`src/rtl/cache_arbiter.sv`:
```
// rtl/cache_arbiter.sv - grants the single pmem port to the I-cache or D-cache, one transaction at a time.
// Build option: define ARB_ROUND_ROBIN_EN for round-robin tie breaking (default: D-cache always wins ties).
module cache_arbiter #(
  parameter int ADDR_WIDTH = 32,
  parameter int LINE_WIDTH = 256
) (
  input  logic                  clk,
  input  logic                  rst_n,
  input  logic                  icache_pmem_read,
  input  logic [ADDR_WIDTH-1:0] icache_pmem_address,
  output logic [LINE_WIDTH-1:0] icache_pmem_rdata,
  output logic                  icache_pmem_resp,
  input  logic                  dcache_pmem_read,
  input  logic                  dcache_pmem_write,
  input  logic [ADDR_WIDTH-1:0] dcache_pmem_address,
  input  logic [LINE_WIDTH-1:0] dcache_pmem_wdata,
  output logic [LINE_WIDTH-1:0] dcache_pmem_rdata,
  output logic                  dcache_pmem_resp,
  output logic                  pmem_read,
  output logic                  pmem_write,
  output logic [ADDR_WIDTH-1:0] pmem_address,
  output logic [LINE_WIDTH-1:0] pmem_wdata,
  input  logic [LINE_WIDTH-1:0] pmem_rdata,
  input  logic                  pmem_resp
);

  typedef enum logic [1:0] {
    IDLE    = 2'd0,
    SERVE_I = 2'd1,
    SERVE_D = 2'd2
  } state_t;

  state_t state, state_next;
  logic   i_req, d_req, grant_d;

  assign i_req = icache_pmem_read;
  assign d_req = dcache_pmem_read | dcache_pmem_write;

`ifdef ARB_ROUND_ROBIN_EN
  // last_grant: 0 = I-cache was granted last, 1 = D-cache
  logic last_grant;

  assign grant_d = d_req & (~i_req | ~last_grant);

  always_ff @(posedge clk) begin
    if (!rst_n) begin
      last_grant <= 1'b0;
    end else if (state == IDLE && (i_req || d_req)) begin
      last_grant <= grant_d;
    end
  end
`else
  assign grant_d = d_req;
`endif

  always_ff @(posedge clk) begin
    if (!rst_n) begin
      state <= IDLE;
    end else begin
      state <= state_next;
    end
  end

  always_comb begin
    state_next = state;
    case (state)
      IDLE: begin
        if (grant_d) begin
          state_next = SERVE_D;
        end else if (i_req) begin
          state_next = SERVE_I;
        end
      end
      SERVE_I, SERVE_D: begin
        if (pmem_resp) begin
          state_next = IDLE;
        end
      end
      default: state_next = IDLE;
    endcase
  end

  // Read data is shared; each cache qualifies it with its own resp.
  assign icache_pmem_rdata = pmem_rdata;
  assign dcache_pmem_rdata = pmem_rdata;

  always_comb begin
    pmem_read        = 1'b0;
    pmem_write       = 1'b0;
    pmem_address     = '0;
    pmem_wdata       = '0;
    icache_pmem_resp = 1'b0;
    dcache_pmem_resp = 1'b0;
    case (state)
      SERVE_I: begin
        pmem_read        = icache_pmem_read;
        pmem_address     = icache_pmem_address;
        icache_pmem_resp = pmem_resp;
      end
      SERVE_D: begin
        pmem_write       = dcache_pmem_write;
        pmem_read        = dcache_pmem_read & ~dcache_pmem_write;
        pmem_address     = dcache_pmem_address;
        pmem_wdata       = dcache_pmem_wdata;
        dcache_pmem_resp = pmem_resp;
      end
      default: ;
    endcase
  end

endmodule

```
`config.mk`:
```
export PLATFORM = sky130hd
export DESIGN_NAME = cache_arbiter
export DESIGN_NICKNAME = d
export VERILOG_FILES = /design/src/rtl/cache_arbiter.sv
export SDC_FILE = /design/constraint.sdc
export NUM_CORES = 1
export LEC_CHECK = 0
export BUFFER_PORTS_ARGS = -buffer_cell sky130_fd_sc_hd__buf_2
export CELL_PAD_IN_SITES_DETAIL_PLACEMENT = 1
export CELL_PAD_IN_SITES_GLOBAL_PLACEMENT = 2
export CORE_AREA = 2 2 543 545
export CTS_CLUSTER_SIZE = 12
export DETAILED_ROUTE_END_ITERATION = 8
export DIE_AREA = 0 0 545 547
export PLACE_DENSITY_LB_ADDON = 0.1
export SYNTH_ARGS = -nofsm -noshare
export SYNTH_HDL_FRONTEND = slang
export SYNTH_SLANG_ARGS = --single-unit
```
`constraint.sdc`:
```
create_clock -name clk -period 1.8 [get_ports clk]
set_input_delay 0.18 -clock clk [delete_from_list [all_inputs] [get_ports clk]]
set_output_delay 0.18 -clock clk [all_outputs]
set_load 0.01 [all_outputs]
```
# [Word-level counts from Yosys, hierarchy flattened]
# Index checks and enable logic that the tools add are counted.
[classes] eq_ne=4 n_mux=10 n_bitwise=3 n_reduce_logical=3
[ops] op="2-to-1 mux 256 bit" count=1
[ops] op="one-hot mux 32 bit (2 select lines)" count=1
[ops] op="2-to-1 mux 2 bit" count=3
[ops] op="one-hot mux 2 bit (2 select lines)" count=1
[ops] op="2-to-1 mux 1 bit" count=3
[ops] op="inequality test 3 bit (second input constant)" count=1
[ops] op="equality test 2 x 1 -> 1 bit (second input constant)" count=1
[ops] op="equality test 2 bit (second input constant)" count=1
[ops] op="zero test 2 bit" count=1
[ops] op="inequality test 2 bit (second input constant)" count=1
[ops] op="one-hot mux 1 bit (2 select lines)" count=1
[ops] op="AND reduction 2 bit" count=1
[ops] op="OR reduction 2 bit" count=1
[ops] op="bitwise AND 1 bit" count=1
[ops] op="inverter 1 bit" count=1
[ops] op="OR 1 bit" count=1
[totals] reg_bits=2 in_bits=582 elab_cells=21

# [Longest topological paths before layout]
# Gate-level depths: netlist of the first run.
[depth] depth_word=4 mapped_depth=7

# [Worst setup path after synthesis of the first run]
# Ideal clock, no wire load.
[synth_timing] path_type="reg-to-output" from="register state[1]" to="output port pmem_address[0]" arrival_time_ns=1.152 required_ns=1.620 path_slack_ns=0.468 stages_incl_launch_ff=5 path_buffers=1 cell_sequence="dfxtp_1 > inv_1 > ha_1 > clkbuf_1 > nor2b_1"
[synth_between] elab_chain_cells=2 elab_cells_between_ends=3 classes_between="2 x eq/ne; 1 x mux"
[synth_lines] element="from (decl)" line_no="33" text="state_t state, state_next;"
[synth_lines] element="from (signal assigned)" line_no="60" text="state <= state_next;"
[synth_lines] element="equality test 2 bit or equality test 2 x 1 -> 1 bit (tied branches)" line_no="94" text="case (state)"
[synth_lines] element="one-hot mux 32 bit (2 select lines) (*)" line_no="94"
[synth_lines] element="to (decl)" line_no="21" text="output logic [ADDR_WIDTH-1:0] pmem_address,"
# Every way passes the cells marked *; elsewhere a longest branch is shown, timed or not.

# [Final worst setup path of the first run]
[layout_timing] from="register state[1]" to="output port pmem_address[18]"
# The elaborated chain is that of the path after synthesis.

==> results of run 1 <==
## worst min-delay path, stage by stage
cell     delay (ps)
buf_2           130
nand2_1          60
o32ai_1          60
## area by class of cell
type                       instances  share of cell area (%)
inverter                           3                   0.107
timing repair buffer             717                    46.0
antenna                           13                   0.213
sequential                         2                   0.312
tap                             3919                    32.2
clock buffer                       3                   0.493
multi-input combinational        339                    20.7
## path summary, 6_finish.rpt
path | startpoint | endpoint | slack, ps | depth (start not counted)
max | state[1] | pmem_address[18] | -180 | 9
min | rst_n | state[1] | 270 | 3
max reg2reg | state[1] | state[0] | 170 | 6
min reg2reg | state[1] | state[1] | 520 | 2
## power by group through the flow
stage	Clock [mW]	Sequential [mW]	Combinational [mW]
2_1_floorplan	0	0.0566	2.78
3_3_place_gp	0	0.0632	5.06
3_5_place_dp	0	0.0608	5.01
4_1_cts	0.338	0.0671	6.52
5_1_grt	0.343	0.0670	9.99
6_report	0.335	0.0654	9.23
## per-layer routing
layer	up-vias	global-route usage [%]	share of wire, %
met2	1071	12.4	44
met4	6	1.49	3.0
met5	-	0.385	0.096
li1	2576	-	-
met1	3119	7.76	34
met3	349	7.42	19
## per-stage QoR
stage                     instances  instance area, µm²  setup WS (ps)
after floorplan                 895                6270            468
final                          4996               15200           -183
after detailed placement       4921               11100           -294
after CTS                      4943               12300           -291
after global routing           4985               15200           -264
after global placement         4921               11100           -352
## what timing repair did
item	4_1_cts	5_1_grt
buffers inserted	8	26
pin swaps	6	20
resized for setup	206	637
gates cloned	13	32
setup endpoints to repair	291	291
## cells in the mapped netlist (all sizes together)
master,instances,area [µm²]
a21oi,2,10.0
a22oi,32,240
and2,260,1630
and2b,1,7.51
and3b,1,8.76
buf,531,3950
clkbuf,20,96.3
dfxtp,2,40.0
ha,3,37.5
inv,3,11.3
nand2,4,15.0
nor2,1,3.75
nor2b,32,200
o21ai,2,10.0
o32ai,1,8.76
## kinds of logic (layout without fill, tap and decap cells)
kind of cell             after synthesis  after routing  synth area share (%)
other                                  0             13                     0
flip-flops                             2              2                 0.639
buffers and inverters                554            723                  64.8
AND/OR/NAND/NOR                      299            299                  29.7
adder cells (fa/ha/maj)                3              3                 0.599
AO/OA/AOI/OAI                         37             37                  4.29
==> out/qor.yml, run 1 <==
status: "finished, violations left"
violations: "negative setup slack"
seq_area_frac_synth_pct: 0.639
maxSlewHeadroom_pct: 78.4
synthDistinctLibCells: 19
ant_nets: 0
regArea_um2: 47.5
setup_viol: 277
worstSetupPathType: "flop to output port"
routed_wl_mm: 134
ir_drop_mv: 0.314
power_density_nw_per_um2: 632
ys_warn_count: 0
top_register: "state"
swShare_pct: 46.6
fin_ws_ps: -183
synth_area_um2: 6270
totalPowerFinal_mw: 9.63
rsz0062_at_grt: "true"
final_nets: 1651
layout_common_cells: "buf_2 (342), and2_4 (241), buf_6 (224)"
overflow: 0
core.rowCount: 199
initial_core_util_pct: 2.14
critPathSlowestCell: "dfxtp_4"
antenna_found_initial: 136
cts_buffer_depth: 2
fin_crit_sh_pct: 110
die-width_um: 545
wire_per_inst_um: 26.8
dieArea_um2: 298000
grt_pass1_vias: 7669
clockPowerShare_pct: 3.5
max_slew.worst_pin.slew_ps: 323
port_buffers: 617
p_int_mw: 5.14
viasPerCell: 1.43
grt_pass1_wl_mm: 142
num-fill-cells: 34860
path_delay_family: "buffers and inverters"
reg_top3: "state x2"
cp.arrival_ps: 1800
clkLatencyLatePin_ps: 220
hold-worst-slack_ps: 268
grt_use_total_pct: 7.99
leakage_nw: 5.43
cp-start-kind: "flop"
pin_count: 1386
syn_avg_cell_area_um2: 7.00
cp-end-kind: "output port"
path_clk_slew_ps: 30
switchingPower_mw: 4.49
combPwrFrac_pct: 95.8
die_h_um: 547
seq_power_share_pct: 0.7
grt_max_degree: 52
tns_ps: -33890
required_ps: 1620
slowest_delay_ps: 350
hold_viol_final: 0
ys_ff_latch: 2
dpl.hpwl_mm: 114
largest_register_ffs: 2
max_freq_ghz: 0.504
final_common_cell: "buf_2"
clock_sinks: 2
worstPathMaxFanout: 5
multi_input_area_um2: 3150
synth_fp_nets: 1480
cts_root_buf: "clkbuf_16"
htree_num_levels: 1
cap_violations: 0
cts_buffers: 3
ctsHoldBuffers: 0
route.detailed.drc: 0
vias: 7121
drive_gt1_share_pct: 97.1
hp-class: "input pin to flop"
area_growth_pct: 143
routabilityCongestion: 0.710
path_cells: "buf_6 > ha_4 > buf_12 > buf_12 > clkbuf_16 > a22oi_2 > buf_4 > nor2b_4 > buf_6"
cts_tree: "yes"
synth_cells: 895
cp_num_buf_inv: 6
core_area_um2: 293000
drt-initial-drc-count: 152
drv_slew: 0
clock_skew_ps: 0.0651
fin_crit_ps: 1980
drtPass1Iterations: 4
final_util_pct: 5.21
Note: power is estimated with default switching activity, not from simulation.
==> inputs of run 2 (changes only) <==
- TNS_END_PERCENT: default -> 10
- clock period: 1.8 -> 1.95 ns (I/O delays scaled with it)
==> run 2 against run 1 <==
  * The run still ends with negative setup slack left
  * Non-clock buffer count fell by 33
  * Highest routed layer unchanged
  * Critical path type unchanged
  * Cell area down 13%
  * Die area unchanged
  * Setup slack got worse by 25 ps
  * Final cell count down 0.76%
  * Critical path depth fell by 3
  * Clock-buffer cell count did not move
  * First-iteration DRC count up 1.3%
  * Hold slack improved by 39 ps
==> out/qor.yml, run 2 (synthesized netlist as in run 1, its figures left out) <==
die-width_um: 545  # unchanged
cts_tree: "yes"  # unchanged
routabilityCongestion: 0.667  # was 0.710
r2r-end: "state[1]"  # was state[0]
tns_ps: -3500  # was -33890 ps
port_buffers: 617  # unchanged
leakage_nw: 4.66  # was 5.43 nW
reg2reg_from: "state[0]"  # was state[1]
dieArea_um2: 298000  # unchanged
max_slew.worst_pin.slew_ps: 736  # was 323 ps
drive_gt1_share_pct: 80.4  # was 97.1%
ir_drop_mv: 0.259  # was 0.314 mV
worstSetupPathType: "flop to output port"  # unchanged
cts_root_buf: "clkbuf_16"  # unchanged
viasPerCell: 1.39  # was 1.43
drt-initial-drc-count: 154  # was 152
r2r_cells: 8  # was 6
grt_use_total_pct: 7.97  # was 7.99%
dpl_cell_area_um2: 10900  # was 11100 µm²
regArea_um2: 47.5  # unchanged
num-fill-cells: 35031  # was 34860
p_int_mw: 3.36  # was 5.14 mW
drv_slew: 0  # unchanged
die_h_um: 547  # unchanged
routed_wl_mm: 126  # was 134 mm
reg_top3: "state x2"  # unchanged
final_util_pct: 4.53  # was 5.21%
layout_common_cells: "buf_2 (432), and2_1 (187), buf_6 (106)"  # was buf_2 (342), and2_4 (241), buf_6 (224)
fin_ws_ps: -208  # was -183 ps
route.detailed.drc: 0  # unchanged
grt_pass1_vias: 7518  # was 7669
reg2reg_slack_ps: 60  # was 170 ps
initial_core_util_pct: 2.14  # unchanged
combPwrFrac_pct: 94.6  # was 95.8%
fin_crit_sh_pct: 111
rsz0062_at_grt: "true"  # unchanged
maxSlewHeadroom_pct: 50.9  # was 78.4%
fin_crit_ps: 2160
required_ps: 1750  # was 1620 ps
design_area_um2: 13200  # was 15200 µm²
max_freq_ghz: 0.463
htree_num_levels: 1  # unchanged
multi_input_area_um2: 2700  # was 3150 µm²
status: "finished, violations left"  # unchanged
setup.worst_path.end: "pmem_address[25]"  # was pmem_address[18]
crit_start: "state[0]"  # was state[1]
largest_register_ffs: 2  # unchanged
hp-class: "input pin to flop"  # unchanged
area_growth_pct: 111  # was 143%
dpl.hpwl_mm: 114  # about the same
cts_buffer_depth: 2  # unchanged
antenna_found_initial: 133  # was 136
ant_nets: 0  # unchanged
pin_count: 1386  # unchanged
clock_sinks: 2  # unchanged
final_common_cell: "buf_2"  # unchanged
power_density_nw_per_um2: 526  # was 632 nW/µm²
core_area_um2: 293000  # unchanged
switchingPower_mw: 3.60  # was 4.49 mW
setup_viol: 60  # was 277
cp-end-kind: "output port"  # unchanged
hold_path_startpoint: "rst_n"  # unchanged
top_register: "state"  # unchanged
dp_slack_ps: -828  # was -294 ps
cp-start-kind: "flop"  # unchanged
cap_violations: 0  # unchanged
core.rowCount: 199  # unchanged
seq_power_share_pct: 0.9  # was 0.7%
drtPass1Iterations: 4  # unchanged
wire_per_inst_um: 25.4  # was 26.8 µm
overflow: 0  # unchanged
grt_pass1_wl_mm: 142  # about the same
clock_skew_ps: 0.411  # was 0.0651 ps
cp.arrival_ps: 1960  # was 1800 ps
grt_max_degree: 40  # was 52
clkLatencyLatePin_ps: 220  # about the same
path_clk_slew_ps: 30  # about the same
vias: 6888  # was 7121
worstPathMaxFanout: 8  # was 5
hold_viol_final: 0  # unchanged
swShare_pct: 51.7  # was 46.6%
clockPowerShare_pct: 4.4  # was 3.5%
final_nets: 1618  # was 1651
violations: "negative setup slack"  # unchanged
cts_buffers: 3  # unchanged
-- run 2: changes by cell type in the layout (fill, tap and decap cells not counted), moves of 18 or more --
cell | before | now
buf_8 | 32 | 9
buf_2 | 342 | 432
clkbuf_16 | 25 | 7
buf_6 | 224 | 106
and2_1 | 19 | 187
buf_4 | 22 | 52
and2_4 | 241 | 73
-- run 2: what timing repair did --
action / CTS / global route
setup buffers: 17 / 15
setup endpoints to repair: 235 / 289
hold buffers: 0 / 0
gates resized for setup: 222 / 261
hold endpoints to repair: 0 / 0
pin swaps: 18 / 15
cloned: 11 / 4
-- run 2: layer usage --
layer	part of all wire, %	track usage (%)	routed length (µm)	vias up
met5	0.15	0.465	188	-
met1	32	7.70	40700	2942
li1	-	-	-	2498
met4	3.2	1.65	4090	8
met3	22	7.30	27400	350
met2	43	12.5	53600	1090
-- run 2: final cells by class --
type	instances	share of cell area (%)
Multi-Input combinational cell	339	20.4
Antenna cell	8	0.151
Tap cell	3919	37.0
Sequential cell	2	0.359
Clock buffer	3	0.567
Timing Repair Buffer	684	41.4
Inverter	3	0.123
-- run 2: metrics by stage --
step                      std cells  power [mW]  hold WS (ps)
after floorplan                 895        2.62           352
after global placement         4903        4.86           390
after detailed placement       4904        4.83           390
after CTS                      4934        6.63           317
after global routing           4950        7.70           330
final                          4958        6.96           306
-- run 2: worst max-delay path: stages, from the launching register on --
cell     delay (ps)
dfxtp_4         360
inv_4            40
ha_4            230
buf_16          180
a22oi_2         600
nor2b_2         120
buf_12          160
-- run 2: power groups by stage --
stage               Sequential [mW]  Clock, mW  Combinational [mW]
CTS                          0.0649      0.315                6.25
finish                       0.0642      0.309                6.59
global route                 0.0653      0.323                7.31
floorplan                    0.0522          0                2.56
detailed placement           0.0579          0                4.77
global placement             0.0566          0                4.80
-- run 2: worst min-delay path by stage --
stage,end,depth (start not counted)
floorplan,state[1],2
global placement,dcache_pmem_rdata[238],0
detailed placement,dcache_pmem_rdata[238],0
CTS,state[1],3
global route,state[1],3
finish,state[1],3
==> inputs of run 3 (changes only) <==
- PLACE_DENSITY: default -> 0.32
- PLACE_DENSITY_LB_ADDON: 0.1 -> default
==> run 3 against run 2 <==
  * Final cell count barely moved
  * Non-clock buffer count fell by 21
  * Combinational power fell by 7.4%
  * Clock skew barely moved
  * Clock power barely moved
  * Maximum frequency rose by 7.5%
  * Setup slack improved by 150 ps
  * The flow still finishes with violations (negative setup slack)
==> out/qor.yml, run 3 (synthesized netlist as in run 1, its figures left out) <==
final_common_cell: "buf_2"  # unchanged
totalPowerFinal_mw: 6.47  # was 6.96 mW
design_area_um2: 12800  # was 13200 µm²
cap_violations: 0  # unchanged
violations: "negative setup slack"  # unchanged
core_area_um2: 293000  # unchanged
area_growth_pct: 105  # was 111%
viasPerCell: 1.42  # was 1.39
cp.arrival_ps: 1810  # was 1960 ps
grt_pass1_vias: 6914  # was 7518
placed_cells: 4894  # was 4904
cts_root_buf: "clkbuf_16"  # unchanged
cp-end-kind: "output port"  # unchanged
dieArea_um2: 298000  # unchanged
power_density_nw_per_um2: 505  # was 526 nW/µm²
reg_top3: "state x2"  # unchanged
p_int_mw: 3.13  # was 3.36 mW
worstPathMaxFanout: 30  # was 8
clock_sinks: 2  # unchanged
grt_pass1_wl_mm: 176  # was 142 mm
port_buffers: 617  # unchanged
dpl_cell_area_um2: 11100  # was 10900 µm²
die_h_um: 547  # unchanged
layout_common_cells: "buf_2 (479), and2_1 (176), and2_4 (84)"  # was buf_2 (432), and2_1 (187), buf_6 (106)
max_slew.worst_pin.slew_ps: 469  # was 736 ps
clockPowerShare_pct: 4.7  # was 4.4%
combPwrFrac_pct: 94.3  # was 94.6%
dpl.hpwl_mm: 150  # was 114 mm
ctsHoldBuffers: 0  # unchanged
instances_no_fill: 4960  # was 4958
cts_buffer_depth: 2  # unchanged
grt_max_degree: 37  # was 40
leakage_nw: 4.52  # was 4.66 nW
setup_viol: 60  # unchanged
route.detailed.drc: 0  # unchanged
path_clk_slew_ps: 30  # about the same
required_ps: 1750  # about the same
vias: 7034  # was 6888
largest_register_ffs: 2  # unchanged
seq_power_share_pct: 0.9  # about the same
max_freq_ghz: 0.498  # was 0.463 GHz
swShare_pct: 51.6  # was 51.7%
initial_core_util_pct: 2.14  # unchanged
tns_ps: -1140  # was -3500 ps
status: "finished, violations left"  # unchanged
hold_viol_final: 0  # unchanged
dp_slack_ps: -325  # was -828 ps
final_util_pct: 4.38  # was 4.53%
clkLatencyLatePin_ps: 220  # about the same
ant_nets: 0  # unchanged
worstSetupPathType: "flop to output port"  # unchanged
switchingPower_mw: 3.34  # was 3.60 mW
hp-class: "input pin to flop"  # unchanged
grt_use_total_pct: 10.3  # was 7.97%
maxSlewHeadroom_pct: 68.7  # was 50.9%
cts_buffers: 3  # unchanged
hold-worst-slack_ps: 269  # was 306 ps
routabilityCongestion: 0.817  # was 0.667
drt-initial-drc-count: 259  # was 154
final_nets: 1597  # was 1618
cts_tree: "yes"  # unchanged
rsz0062_at_grt: "true"  # unchanged
ir_drop_mv: 0.228  # was 0.259 mV
top_register: "state"  # unchanged
fin_crit_sh_pct: 103  # was 111%
drv_slew: 0  # unchanged
core.rowCount: 199  # unchanged
htree_num_levels: 1  # unchanged
fin_ws_ps: -56.9  # was -208 ps
wire_per_inst_um: 32.6  # was 25.4 µm
fin_crit_ps: 2010  # was 2160 ps
clock_skew_ps: 0.576  # was 0.411 ps
cp-start-kind: "flop"  # unchanged
drive_gt1_share_pct: 77.9  # was 80.4%
drtPass1Iterations: 4  # unchanged
die-width_um: 545  # unchanged
overflow: 0  # unchanged
antenna_found_initial: 186  # was 133
pin_count: 1386  # unchanged
routed_wl_mm: 162  # was 126 mm
[run 3: power by group through the flow]
stage	clock [mW]	combinational (mW)	sequential, mW
3_3_place_gp	0	4.77	0.0553
2_1_floorplan	0	2.56	0.0522
5_1_grt	0.318	6.62	0.0611
4_1_cts	0.311	5.96	0.0593
3_5_place_dp	0	4.77	0.0555
6_report	0.306	6.10	0.0599
[run 3: layout make-up]
| class | instances | area (µm²) |
|---|---|---|
| fill | 35052 | 280000 |
| antenna | 31 | 77.6 |
| inverter | 3 | 11.3 |
| tap | 3919 | 4900 |
| multi-input combinational | 339 | 2540 |
| sequential | 2 | 45.0 |
| timing repair buffer | 663 | 5170 |
| clock buffer | 3 | 75.1 |
[run 3: timing repair]
action,4_1_cts,5_1_grt
pin swaps,3,12
cloned,7,3
endpoints found under the setup margin,76,208
buffers inserted,20,3
gates resized for setup,128,180
[run 3: critical path, stage by stage, from the launching register on]
cell	delay (ps)
dfxtp_2	310
inv_2	70
ha_4	150
buf_16	120
buf_12	110
buf_16	160
buf_16	230
and2_1	180
buf_2	180
[run 3: path summary, 6_finish.rpt]
kind	start	to	slack (ps)	cells past startpoint
worst max-delay path	state[0]	pmem_wdata[211]	-60	8
worst min register to register	state[1]	state[1]	540	2
worst max register to register	state[0]	state[0]	400	7
worst min-delay path	rst_n	state[1]	270	3
[run 3: layer usage]
layer / track usage (%) / vias up / share of wire, % / wire length [µm]
li1: - / 2490 / - / -
met1: 8.54 / 2761 / 28 / 44700
met2: 15.7 / 1191 / 42 / 67200
met3: 12.3 / 562 / 27 / 43300
met4: 2.47 / 30 / 3.8 / 6160
met5: 0 / - / 0.12 / 194
